===== config.mk =====
export PLATFORM = sky130hd
export DESIGN_NAME = sig_halt_unit
export DESIGN_NICKNAME = d
export VERILOG_FILES = /design/src/rtl/sig_halt_unit.sv
export SDC_FILE = /design/constraint.sdc
export NUM_CORES = 1
export LEC_CHECK = 0
export ABC_AREA = 1
export ABC_CLOCK_PERIOD_IN_PS = 3800
export BUFFER_PORTS_ARGS = -buffer_cell sky130_fd_sc_hd__buf_2
export CORE_AREA = 2 2 202 204
export DETAILED_ROUTE_END_ITERATION = 16
export DIE_AREA = 0 0 204 206
export PLACE_DENSITY_LB_ADDON = 0.3
export SLEW_MARGIN = 0
export SYNTH_ARGS = -nofsm -noshare
export SYNTH_HDL_FRONTEND = slang
export SYNTH_SLANG_ARGS = --single-unit

===== constraint.sdc =====
create_clock -name clk -period 3.8 [get_ports clk]
set_clock_uncertainty 0.1 [all_clocks]
set_input_delay 0.38 -clock clk [delete_from_list [all_inputs] [get_ports clk]]
set_output_delay 0.38 -clock clk [all_outputs]
set_load 0.1 [all_outputs]

===== src/rtl/sig_halt_unit.sv =====
// ---------------------------------------------------------------------------
// sig_halt_unit
//
// Store-bus snooper that sits beside the data memory of the RV32IM core.
// It watches memory-stage stores:
//   - Stores to SIG_ADDR are queued in a small FIFO and streamed out over a
//     valid/ready interface (signature dump).
//   - A store to HALT_ADDR, or expiry of the cycle watchdog, stops capture.
//     The unit then drains the FIFO and asserts halt.
//
// Ports
//   clk         in   1   core clock, rising edge
//   rst         in   1   asynchronous, active-high reset
//   wr          in   1   data-memory write strobe, active-low (0 = store)
//   ALUResultM  in   32  memory-stage store address
//   data_wr     in   32  memory-stage store data
//   sig_data    out  32  FIFO head word (0 when not valid)
//   sig_valid   out  1   sig_data valid
//   sig_ready   in   1   consumer takes the head word when valid & ready
//   sig_count   out  16  words accepted into the FIFO since reset (saturating)
//   overflow    out  1   sticky: a signature store was dropped (FIFO full)
//   timeout     out  1   sticky: halt was caused by the watchdog
//   halt        out  1   run finished and FIFO drained; held until reset
// ---------------------------------------------------------------------------
module sig_halt_unit #(
    parameter logic [31:0] SIG_ADDR       = 32'h0000_0F00,
    parameter logic [31:0] HALT_ADDR      = 32'hCAFE_BEEF,
    parameter int          DEPTH          = 8,
    parameter int          TIMEOUT_CYCLES = 50000
) (
    input  logic        clk,
    input  logic        rst,
    input  logic        wr,
    input  logic [31:0] ALUResultM,
    input  logic [31:0] data_wr,
    output logic [31:0] sig_data,
    output logic        sig_valid,
    input  logic        sig_ready,
    output logic [15:0] sig_count,
    output logic        overflow,
    output logic        timeout,
    output logic        halt
);

    localparam int AW = $clog2(DEPTH);
    localparam logic [31:0] WDOG_LAST = (TIMEOUT_CYCLES > 0) ?
                                        32'(TIMEOUT_CYCLES - 1) : 32'd0;

    typedef enum logic [1:0] {
        RUN   = 2'd0,
        DRAIN = 2'd1,
        DONE  = 2'd2
    } state_t;

    state_t      state;
    state_t      state_nxt;

    logic [31:0] mem [DEPTH];
    logic [AW:0] wptr;
    logic [AW:0] rptr;
    logic [31:0] wdog;

    logic        empty;
    logic        full;
    logic        st;
    logic        sig_hit;
    logic        halt_hit;
    logic        wdog_hit;
    logic        pop;
    logic        accept;
    logic        drop;

    // Extra pointer MSB distinguishes full from empty when low bits match.
    assign empty = (wptr == rptr);
    assign full  = (wptr[AW] != rptr[AW]) && (wptr[AW-1:0] == rptr[AW-1:0]);

    assign sig_valid = !empty && (state != DONE);
    // Head word is gated so the output reads 0 whenever nothing is queued,
    // including straight after reset when the storage itself is unknown.
    assign sig_data  = sig_valid ? mem[rptr[AW-1:0]] : 32'd0;
    assign halt      = (state == DONE);
    assign pop       = sig_valid && sig_ready;

    // Store decode. Written with an if so that an unknown strobe falls into
    // the default branch and is treated as no store.
    always_comb begin
        st       = 1'b0;
        sig_hit  = 1'b0;
        halt_hit = 1'b0;
        wdog_hit = 1'b0;
        if (wr == 1'b0) begin
            st = 1'b1;
        end
        if (st && (state == RUN)) begin
            sig_hit  = (ALUResultM == SIG_ADDR);
            halt_hit = (ALUResultM == HALT_ADDR);
        end
        if ((TIMEOUT_CYCLES != 0) && (state == RUN) && (wdog == WDOG_LAST)) begin
            wdog_hit = 1'b1;
        end
    end

    // A full FIFO can still take a push when the head leaves on the same edge.
    assign accept = sig_hit && (!full || pop);
    assign drop   = sig_hit && full && !pop;

    always_comb begin
        state_nxt = state;
        case (state)
            RUN: begin
                if (halt_hit || wdog_hit) begin
                    state_nxt = DRAIN;
                end
            end
            DRAIN: begin
                if (empty && !pop) begin
                    state_nxt = DONE;
                end
            end
            DONE: begin
                state_nxt = DONE;
            end
            default: begin
                state_nxt = RUN;
            end
        endcase
    end

    always_ff @(posedge clk or posedge rst) begin
        if (rst) begin
            state     <= RUN;
            wptr      <= '0;
            rptr      <= '0;
            wdog      <= 32'd0;
            sig_count <= 16'd0;
            overflow  <= 1'b0;
            timeout   <= 1'b0;
        end else begin
            state <= state_nxt;
            if (accept) begin
                wptr <= wptr + 1'b1;
                if (sig_count != 16'hFFFF) begin
                    sig_count <= sig_count + 16'd1;
                end
            end
            if (pop) begin
                rptr <= rptr + 1'b1;
            end
            if (drop) begin
                overflow <= 1'b1;
            end
            if (state == RUN) begin
                wdog <= wdog + 32'd1;
            end
            // A halt store landing on the expiry cycle takes precedence.
            if (wdog_hit && !halt_hit) begin
                timeout <= 1'b1;
            end
        end
    end

    // Storage is data only; validity is carried entirely by the pointers.
    always_ff @(posedge clk) begin
        if (accept) begin
            mem[wptr[AW-1:0]] <= data_wr;
        end
    end

endmodule


==> results.cfg <==
[sta]
fin_hold_ws_ps = 12.7
max_slew_margin = 0.419
rsz0062_at_grt = no
fin_crit_sh = 0.918
worst_pin_slew_ps = 870
tns_ps = 0
fmax_mhz = 287
setup_viol = 0
fin_crit_ps = 3490
setup_ws_ps = 311
hold_viol_final = 0
drv_slew = 0

[placed_design]
gp_congestion = 0.837
place_ws_ps = 703
io_buffers = 119
hpwlAfterDp_um = 18600

[setup_path]
critPathMaxFanout = 38
crit_arrival_ps = 3010
slowest_stage = dfrtp_4
slowest_delay_ps = 710
cp_cell_sequence = clkinv_2 > nand2_1 > nand2_1 > nor2_1 > nand3b_1 > nand2_2 > buf_4 > nor2_1 > buf_2
startpoint_type = flop
worstPathRequired_ps = 3320
setup.worst_path.class = reg2out
worstSetupEndpointType = primary output

[cts]
h-tree-depth = 2
cts_setup_buffers = 0
postCtsResizedCells = 0
cts_buffers = 35
cts_buffer_depth = 3
clock_latency_ps = 530
ctsRootBufferMaster = clkbuf_16
clk_pin_slew_worst_paths_ps = 60
cts_sinks = 316
cts_tree = yes

[routing]
wl_per_cell_um = 16.1
viasPerCell = 4.86
final_antenna_net_count = 0
first_pass_iters = 5
vias = 9594
route.detailed.drc = 0
routed_wl_um = 31800
drt-initial-drc-count = 719

[yosys]
synth_cell_types = 30
ys_ff_latch = 316
yosysWarnings = 0
syn_avg_cell_area_um2 = 10.6
synth_area_um2 = 13800
synth_seq_area_share = 0.665
synthCells = 1299
syn_nets = 1374

[status]
status = completed

[layout]
post-route-util = 0.410
drive_gt1_frac = 0.143
final_nets = 1493
areaGrowthSynthToFinish_pct = 19.4

[pwr]
p_switching_mw = 5.88
p_clk_frac = 0.250
power.total_mw = 13.1
netSwitchingFraction = 0.447
combinationalPowerShare = 0.454
p_seq_frac = 0.297
vdd_drop_max_v = 0.000961
leakage_nw = 6.24
p_int_mw = 7.27
p_per_area_nw_per_um2 = 797

[die]
row_count = 74
io_pins = 120
initial_core_util = 0.344
die_h_um = 206
coreArea_um2 = 40200
die_area_um2 = 42000
fp.dieW_um = 204

[global_routing]
grt_max_degree = 132
grt_usage = 0.152
grt_pass1_vias = 9302
grt_pass1_wl_um = 50200
antenna_found_initial = 3
grt-ovfl-total = 0

[min_path]
hold_class = in2reg

[job]
maxCapViolCount = 0
flip-flops by register name, indices dropped and copies added (netlist names):
signal / cells
timeout: 1
rptr: 4
overflow: 1
wptr: 4
sig_count: 16
state: 2
wdog: 32
mem: 256
path summary, 6_finish.rpt:
path                                to  cells after the start  slack [ps]        from
setup / recovery           sig_data[6]                      9         310     rptr[0]
hold / removal               mem[5][1]                      1          10  data_wr[1]
setup reg to reg            mem[3][24]                      9         750    state[1]
hold reg to reg                timeout                      1         360     timeout
max in group asynchronous     wdog[24]                      4        2260         rst
min in group asynchronous      timeout                      3         480         rst
power by group through the flow:
stage	clock network, mW	logic [mW]	registers [mW]
floorplan	0	4.30	3.89
global placement	0	5.98	3.96
detailed placement	0	6.01	3.96
CTS	3.35	6.03	3.90
global route	3.47	6.37	3.91
finish	3.29	5.96	3.90
cell usage in the layout, fill, tap and decap left out, drive strengths merged:
cell,instances
a21o,2
a22o,1
a31oi,1
and2,2
buf,137
bufinv,3
clkbuf,38
clkinv,19
dfrtp,60
diode,2
dlygate4sd3,6
edfxtp,256
ha,7
inv,66
nand2,193
nand3,43
nand3b,2
nand4,32
nor2,317
nor2b,1
nor3,18
nor4,1
o2111ai,1
o211ai,64
o21ai,131
xnor2,13
xor2,28
Yosys cell counts, drive strengths merged:
cell type / number / area share
buf: 27 / 0.011
clkbuf: 34 / 0.0092
nor3: 18 / 0.0069
a21o: 2 / 0.0011
inv: 65 / 0.018
and2: 2 / 0.00091
nand4: 32 / 0.014
ha: 7 / 0.0063
nand3b: 2 / 0.0011
a31oi: 1 / 0.00045
o211ai: 64 / 0.035
xor2: 28 / 0.018
o21ai: 131 / 0.047
o2111ai: 1 / 0.00063
dfrtp: 60 / 0.11
xnor2: 13 / 0.0082
nor4: 1 / 0.00045
a22o: 1 / 0.00063
nor2: 317 / 0.087
nor2b: 1 / 0.00045
nand3: 43 / 0.016
edfxtp: 256 / 0.56
nand2: 193 / 0.053
worst max-delay path, delay by kind of cell, from the launching register on:
kind	cells	cell delay [ps]
simple gates	6	930
buf+inv	3	820
flops	1	710
kinds of logic after synthesis:
group / count (synthesis) / share of synthesized area
buffers and inverters: 126 / 0.0378
adders and majority gates: 7 / 0.00634
DFF: 316 / 0.665
xor gates and xnor gates: 41 / 0.0260
AOI/OAI and AO/OA: 200 / 0.0851
and+or+nand+nor: 609 / 0.179
area by class of cell:
class	count	area (um2)
fillers	3801	23700
flip-flops and latches	316	9200
multi-input cells	857	4160
repair buffers	143	1110
clock buffers	38	887
well taps	532	666
inverters	65	245
clock inverters	23	224
diodes	2	5.00
metrics by stage:
stage	instances	instance area [um2]
floorplan	1299	13800
global placement	1907	15300
detailed placement	1907	15300
CTS	1974	16500
global route	1976	16500
finish	1976	16500
repair_timing:
item | 4_1_cts | 5_1_grt
hold buffers | 6 | 0
endpoints found under the hold margin | 64 | 0
endpoints found under the setup margin | 0 | 0
per-layer routing:
layer,track usage,part of all wire
met1,0.210,0.47
met2,0.245,0.47
met3,0.0233,0.042
met4,0.0505,0.020
met5,0,0.00041
(Power assumes the default switching activity.)
